`config.mk`:
```
export PLATFORM = sky130hd
export DESIGN_NAME = i2c_codec_responder
export DESIGN_NICKNAME = d
export VERILOG_FILES = /design/src/rtl/i2c_codec_responder.sv
export SDC_FILE = /design/constraint.sdc
export NUM_CORES = 1
export LEC_CHECK = 0
export CAP_MARGIN = 20
export CORE_MARGIN = 2
export CORE_UTILIZATION = 37
export CTS_CLUSTER_SIZE = 25
export DETAILED_ROUTE_END_ITERATION = 6
export PLACE_DENSITY = 0.56
export SLEW_MARGIN = 20
export SYNTH_ARGS = -nofsm -noshare
export SYNTH_HDL_FRONTEND = slang
export SYNTH_SLANG_ARGS = --single-unit
```
`constraint.sdc`:
```
create_clock -name i_clk -period 2.8 [get_ports i_clk]
set_clock_uncertainty 0.15 [all_clocks]
set_input_delay 0.56 -clock i_clk [delete_from_list [all_inputs] [get_ports i_clk]]
set_output_delay 0.56 -clock i_clk [all_outputs]
set_load 0.005 [all_outputs]
```
`src/rtl/i2c_codec_responder.sv`:
```
// i2c_codec_responder: I2C target that ACKs WM8731-style 3-byte control writes and reports each decoded register write.
module i2c_codec_responder #(
  parameter logic [6:0] DEV_ADDR    = 7'h1A,
  parameter int         SYNC_STAGES = 2
) (
  input  logic       i_clk,
  input  logic       i_rst,
  input  logic       i_scl,
  input  logic       i_sda,
  output logic       o_sda_oen,
  output logic       o_wr_valid,
  output logic [6:0] o_reg_addr,
  output logic [8:0] o_reg_data,
  output logic       o_busy,
  output logic       o_err,
  output logic [7:0] o_wr_count
);
  typedef enum logic [3:0] {IDLE, ADDR, ADDR_ACK, BYTE1, ACK1, BYTE2, ACK2, EXTRA, IGNORE} state_t;
  state_t state;
  logic [SYNC_STAGES-1:0] scl_sync, sda_sync;
  logic scl_prev, sda_prev, scl_s, sda_s;
  logic scl_rise, scl_fall, start_c, stop_c, in_data, in_ack;
  logic [2:0] bit_cnt;
  logic bit_seen;
  logic [7:0] sr, byte1, byte2;
  always_comb begin
    scl_s    = scl_sync[SYNC_STAGES-1];
    sda_s    = sda_sync[SYNC_STAGES-1];
    scl_rise = scl_s & ~scl_prev;
    scl_fall = ~scl_s & scl_prev;
    start_c  = scl_s & scl_prev & sda_prev & ~sda_s;
    stop_c   = scl_s & scl_prev & ~sda_prev & sda_s;
    in_data  = state inside {ADDR, BYTE1, BYTE2, EXTRA};
    in_ack   = state inside {ADDR_ACK, ACK1, ACK2};
  end
  // A bit only counts once its SCL high phase ends, so the SCL rise that precedes STOP is not an extra bit.
  always_ff @(posedge i_clk or posedge i_rst) begin
    if (i_rst) begin
      scl_sync   <= '1;
      sda_sync   <= '1;
      scl_prev   <= 1'b1;
      sda_prev   <= 1'b1;
      state      <= IDLE;
      bit_cnt    <= '0;
      bit_seen   <= 1'b0;
      sr         <= '0;
      byte1      <= '0;
      byte2      <= '0;
      o_sda_oen  <= 1'b0;
      o_wr_valid <= 1'b0;
      o_reg_addr <= '0;
      o_reg_data <= '0;
      o_busy     <= 1'b0;
      o_err      <= 1'b0;
      o_wr_count <= '0;
    end else begin
      scl_sync   <= {scl_sync[SYNC_STAGES-2:0], i_scl};
      sda_sync   <= {sda_sync[SYNC_STAGES-2:0], i_sda};
      scl_prev   <= scl_s;
      sda_prev   <= sda_s;
      o_wr_valid <= 1'b0;
      o_err      <= 1'b0;
      if (start_c) begin
        state     <= ADDR;
        bit_cnt   <= '0;
        bit_seen  <= 1'b0;
        o_sda_oen <= 1'b0;
        o_busy    <= 1'b1;
      end else if (stop_c) begin
        state     <= IDLE;
        bit_cnt   <= '0;
        bit_seen  <= 1'b0;
        o_sda_oen <= 1'b0;
        o_busy    <= 1'b0;
        if (state == EXTRA && bit_cnt == 3'd0) begin
          o_wr_valid <= 1'b1;
          o_reg_addr <= byte1[7:1];
          o_reg_data <= {byte1[0], byte2};
          o_wr_count <= o_wr_count + 8'd1;
        end else if (state != IDLE && state != IGNORE) begin
          o_err <= 1'b1;
        end
      end else if (scl_rise && in_data) begin
        sr       <= {sr[6:0], sda_s};
        bit_seen <= 1'b1;
      end else if (scl_fall && in_ack) begin
        bit_cnt   <= '0;
        o_sda_oen <= 1'b0;
        state     <= state == ADDR_ACK ? BYTE1 : state == ACK1 ? BYTE2 : EXTRA;
      end else if (scl_fall && in_data && bit_seen) begin
        bit_seen <= 1'b0;
        bit_cnt  <= bit_cnt + 3'd1;
        if (bit_cnt == 3'd7) begin
          case (state)
            ADDR: begin
              state     <= (sr[7:1] == DEV_ADDR && !sr[0]) ? ADDR_ACK : IGNORE;
              o_sda_oen <= sr[7:1] == DEV_ADDR && !sr[0];
            end
            BYTE1: begin
              byte1     <= sr;
              state     <= ACK1;
              o_sda_oen <= 1'b1;
            end
            BYTE2: begin
              byte2     <= sr;
              state     <= ACK2;
              o_sda_oen <= 1'b1;
            end
            default: begin
              o_err <= 1'b1;
              state <= IGNORE;
            end
          endcase
        end
      end
    end
  end
endmodule

```
==> results of run 1 <==
[final timing paths]
| kind | slack, ns | from | to | cells past startpoint |
|---|---|---|---|---|
| setup / recovery | 0.72 | scl_prev | byte2[7] | 4 |
| hold / removal | 0.21 | scl_sync[0] | scl_sync[1] | 0 |
| setup reg to reg | 0.72 | scl_prev | byte2[7] | 4 |
| hold reg to reg | 0.21 | scl_sync[0] | scl_sync[1] | 0 |
| max in group asynchronous | 1.48 | i_rst | scl_prev | 3 |
| min in group asynchronous | 0.38 | i_rst | o_wr_valid | 2 |
[metal layers]
metal  track usage  up-vias
li1              -      757
met4       0.07870        0
met3       0.04986        9
met5             0        -
met2        0.1684       35
met1        0.1936      790
[flip-flops by register name, summed over array words and instances (netlist names)]
| signal | count |
|---|---|
| o_reg_data | 9 |
| byte1 | 8 |
| byte2 | 8 |
| o_wr_count | 8 |
| sr | 8 |
| o_reg_addr | 7 |
| state | 4 |
| bit_cnt | 3 |
| scl_sync | 2 |
| sda_sync | 2 |
| bit_seen | 1 |
| o_busy | 1 |
| o_err | 1 |
| o_sda_oen | 1 |
| o_wr_valid | 1 |
| scl_prev | 1 |
| sda_prev | 1 |
[area by class of cell]
| class | count | area, sq um | area share |
|---|---|---|---|
| multi-input cells | 114 | 983.4 | 0.2990 |
| well taps | 99 | 123.9 | 0.03766 |
| repair buffers | 34 | 345.3 | 0.1050 |
| clock inverters | 5 | 31.28 | 0.009509 |
| flip-flops and latches | 66 | 1659 | 0.5044 |
| clock buffers | 11 | 131.4 | 0.03994 |
| inverters | 4 | 15.01 | 0.004564 |
[synthesized netlist by cell type]
| master | count |
|---|---|
| a211o_1 | 1 |
| a211oi_1 | 1 |
| a21o_1 | 3 |
| a21oi_1 | 6 |
| a31oi_1 | 1 |
| and3_1 | 4 |
| buf_2 | 1 |
| buf_4 | 1 |
| buf_6 | 2 |
| clkbuf_1 | 1 |
| dfrtp_1 | 60 |
| dfstp_2 | 6 |
| ha_1 | 4 |
| inv_1 | 4 |
| mux2_1 | 2 |
| mux2_2 | 39 |
| mux2i_1 | 2 |
| nand2_1 | 8 |
| nand2b_1 | 1 |
| nand2b_2 | 1 |
| nand3_1 | 2 |
| nand4_1 | 4 |
| nand4b_1 | 1 |
| nand4b_4 | 1 |
| nor2_1 | 10 |
| nor2_2 | 1 |
| nor3b_2 | 2 |
| nor4_1 | 1 |
| nor4_4 | 1 |
| nor4b_1 | 1 |
| nor4bb_1 | 1 |
| o21ai_0 | 3 |
| o31ai_1 | 2 |
| or3_1 | 1 |
| or3b_2 | 1 |
| xnor2_1 | 8 |
| xor2_1 | 1 |
[where the power goes]
group / switching [mW] / total (mW) / internal [mW]
clock: 0.351 / 0.669 / 0.318
sequential: 0.0323 / 1.02 / 0.984
combinational: 0.0386 / 0.0739 / 0.0353
[cells by family (layout without fill, tap and decap cells)]
logic type,count (synthesis),count (layout),synth area share
multiplexers,43,43,0.1787
flip-flops,66,66,0.6153
adder cells (fa/ha/maj),4,4,0.01856
XOR/XNOR,9,9,0.02924
AND/OR/NAND/NOR,41,41,0.09931
AO/OA/AOI/OAI,17,17,0.03898
buffers and inverters,9,54,0.01995
[worst max-delay path, stage by stage (launching register included)]
cell	delay (ns)
dfstp_2	0.56
nor3b_2	0.31
nand3_1	0.17
nor2_2	0.38
mux2_2	0.40
==> flow_summary.json, run 1 <==
{
  "status": "completed",
  "final_cell_mix": "dfrtp_1, mux2_2, clkdlybuf4s50_1",
  "drt-initial-drc-count": 70,
  "fin_crit_sh": 0.7419,
  "clk_path_buf_depth": 2,
  "syn_nets": 197,
  "ys_top_cells_by_area": "dfrtp_1, mux2_2, dfstp_2",
  "synth_top_area_share": 0.5568,
  "avgRoutedWirePerCell_um": 13.81,
  "gp_congestion": 0.7500,
  "clk-insertion-delay-late_ns": 0.34,
  "grt_pass1_wl_um": 7728,
  "final_nets": 237,
  "die_w_um": 89.37,
  "cp_max_fo": 8,
  "grt_pass1_vias": 1483,
  "fmax_ghz": 0.4814,
  "wl_met1_um": 2273,
  "num_antenna_cells": 0,
  "cts.sinks": 66,
  "holdBufCountCts": 0,
  "ios": 32,
  "peakVddDrop_mv": 0.2134,
  "dp_slack_ns": 0.7154,
  "dp.cells": 317,
  "syn_area_sq_mm": 0.002696,
  "ys_warn_count": 0,
  "final.setup.tns_ns": 0,
  "grt_usage": 0.1339,
  "worstSetupStartpointType": "register",
  "dieArea_sq_mm": 0.007986,
  "htree_levels": 3,
  "drv_cap": 0,
  "grt_remaining_overflow": 0,
  "max_slew_margin": 0.5249,
  "cts_buffers": 9,
  "area_growth_pct": 22.00,
  "avgViaCountPerCell": 4.778,
  "clkTransAtPathRegs_ns": 0.06,
  "cts_resized": 0,
  "total_power_mw": 1.760,
  "finalSetupViolCount": 0,
  "root_buffer": "clkbuf_8",
  "holdWs_ns": 0.2055,
  "final_common_cell": "dfrtp_1",
  "netlist_instances": 189,
  "required_ns": 2.87,
  "crit_path_end_kind": "register",
  "seq_area_frac_synth": 0.6153,
  "place_hpwl_um": 3069,
  "vias": 1591,
  "cts_tree": "yes",
  "postRouteAntennaNets": 0,
  "fin_ws_ns": 0.7227,
  "power_density_mw_per_mm2": 534.9,
  "synth_top_area_cell": "dfrtp_1",
  "core_area_sq_mm": 0.007137,
  "avgSynthCellArea_sq_um": 14.27,
  "start_util": 0.3778,
  "die_height_um": 89.37,
  "fin_util": 0.4609,
  "drt-total-wl_um": 4600,
  "fin_cells": 333,
  "portBuffers": 31,
  "rsz0062_at_grt": "false",
  "setup.worst_path.class": "reg -> reg",
  "maxSlewViolCount": 0,
  "tightest_slew_ns": 0.7096,
  "drive_gt1_frac": 0.2991,
  "power_leakage_nw": 1.586,
  "fin_crit_ns": 2.077,
  "ys_ff_latch": 66,
  "finalHoldViolCount": 0,
  "grt_max_degree": 49,
  "detailroute.wirelength.met2_um": 1961,
  "wl_met3_um": 244,
  "cp_data_arrival_time_ns": 2.15,
  "cts_setup_buffers": 0,
  "highest_layer": "met4",
  "ys_types": 37,
  "rows": 31,
  "drc_errors": 0,
  "placed_cell_area_sq_mm": 0.003127,
  "holdCritPathClass": "reg -> reg",
  "antenna_found_initial": 0,
  "fin_area_sq_mm": 0.003289,
  "drt_pre_antenna_iters": 4,
  "fill_cells": 668
}
No activity file was read; power rests on OpenSTA's default activity.
==> inputs of run 2 (changes only) <==
- clock period: 2.8 -> 2.14 ns (I/O delays scaled with it)
==> flow_summary.json, run 2 (synthesis results as in run 1) <==
{
  "tightest_slew_ns": 0.4046,
  "area_growth_pct": 26.87,
  "r2r.worst_path.cells": 4,
  "final_common_cell": "dfrtp_1",
  "grt_pass1_wl_um": 8162,
  "drive_gt1_frac": 0.3180,
  "core_area_sq_mm": 0.007137,
  "portBuffers": 31,
  "vias": 1599,
  "required_ns": 2.20,
  "start_util": 0.3778,
  "rrSetupSlack_ns": 0.21,
  "holdBufCountCts": 0,
  "worstSetupStartpointType": "register",
  "clkTransAtPathRegs_ns": 0.08,
  "rows": 31,
  "fin_crit_sh": 0.9013,
  "power_density_mw_per_mm2": 789.3,
  "fin_ws_ns": 0.2113,
  "drc_errors": 0,
  "avgViaCountPerCell": 4.731,
  "cp_max_fo": 5,
  "cts_tree": "yes",
  "peakVddDrop_mv": 0.3456,
  "hold_depth": 0,
  "ios": 32,
  "avgRoutedWirePerCell_um": 13.97,
  "cts_setup_buffers": 0,
  "max_slew_margin": 0.7266,
  "fin_cells": 338,
  "htree_levels": 3,
  "finalSetupViolCount": 0,
  "cp_slowest_cell": "dfstp_2",
  "grt_usage": 0.1385,
  "die_w_um": 89.37,
  "largest_reg_flops": 9,
  "finalHoldViolCount": 0,
  "setup.worst_path.class": "reg -> reg",
  "min_from": "scl_sync[0]",
  "cts.sinks": 66,
  "hold_end": "scl_sync[1]",
  "cts_buffers": 9,
  "holdCritPathClass": "reg -> reg",
  "rsz0062_at_grt": "false",
  "fin_area_sq_mm": 0.003421,
  "top_register": "o_reg_data",
  "r2r-end": "bit_cnt[0]",
  "final.setup.tns_ns": 0,
  "drt_pre_antenna_iters": 4,
  "placed_cell_area_sq_mm": 0.003181,
  "drv_cap": 0,
  "fin_crit_ns": 1.929,
  "final_nets": 242,
  "grt_pass1_vias": 1557,
  "crit_chain": "nor3b_2 > or3b_2 > nand2b_1 > nor2_1",
  "timing.rr.start": "scl_prev",
  "max_stage_delay_ns": 0.57,
  "cts_resized": 0,
  "maxSlewViolCount": 0,
  "gp_congestion": 0.7599,
  "crit_path_end_kind": "register",
  "grt_max_degree": 38,
  "final_cell_mix": "dfrtp_1, mux2_2, clkdlybuf4s50_1",
  "total_power_mw": 2.700,
  "grt_remaining_overflow": 0,
  "status": "completed",
  "drt-total-wl_um": 4721,
  "die_height_um": 89.37,
  "power_leakage_nw": 1.648,
  "dp.cells": 322,
  "clk_path_buf_depth": 2,
  "postRouteAntennaNets": 0,
  "antenna_found_initial": 0,
  "dp_slack_ns": 0.2217,
  "place_hpwl_um": 3178,
  "drt-initial-drc-count": 110,
  "root_buffer": "clkbuf_8",
  "fmax_ghz": 0.5185,
  "clk-insertion-delay-late_ns": 0.34,
  "num_antenna_cells": 0,
  "cp_data_arrival_time_ns": 1.99,
  "dieArea_sq_mm": 0.007986
}
[run 2: stage by stage]
stage / util / hold WS (ns)
4_1_cts: 0.4793 / 0.2090
3_5_place_dp: 0.4457 / 0.1989
2_1_floorplan: - / 0.1952
6_report: 0.4793 / 0.2069
3_3_place_gp: 0.4457 / 0.1956
5_1_grt: 0.4793 / 0.2130
[run 2: layout make-up]
cell class	instances	area (sq um)
clock inverter	6	112.6
multi-input combinational	114	983.4
clock buffer	10	127.6
fill	665	3716
timing repair buffer	39	395.4
sequential	66	1659
inverter	4	18.77
tap	99	123.9
[run 2: worst max path at each step]
stage	slack, ns	from	end	cells after the start
after floorplan	0.20	bit_cnt[0]	o_reg_addr[4]	6
after global placement	0.21	bit_cnt[0]	o_reg_data[5]	6
after detailed placement	0.22	bit_cnt[0]	o_reg_addr[6]	6
after CTS	0.21	scl_prev	bit_cnt[0]	4
after global routing	0.09	scl_prev	o_sda_oen	4
final	0.21	scl_prev	bit_cnt[0]	4
[run 2: worst max-delay path: cells and delay by family (launching register included)]
kind | cells | cell delay (ns)
AND/OR/NAND/NOR | 4 | 1.08
flip-flops | 1 | 0.57
[run 2: power breakdown]
group | internal, mW | switching [mW]
sequential | 1.29 | 0.0421
combinational | 0.0492 | 0.0532
clock | 0.781 | 0.488
total | 2.12 | 0.583
[run 2: metal layers]
layer | track usage | up-vias | wire length [um]
met5 | 0 | - | 0
met4 | 0.09362 | 0 | 126
met3 | 0.03416 | 7 | 185
met2 | 0.1737 | 32 | 1919
met1 | 0.2062 | 793 | 2489
li1 | - | 767 | -
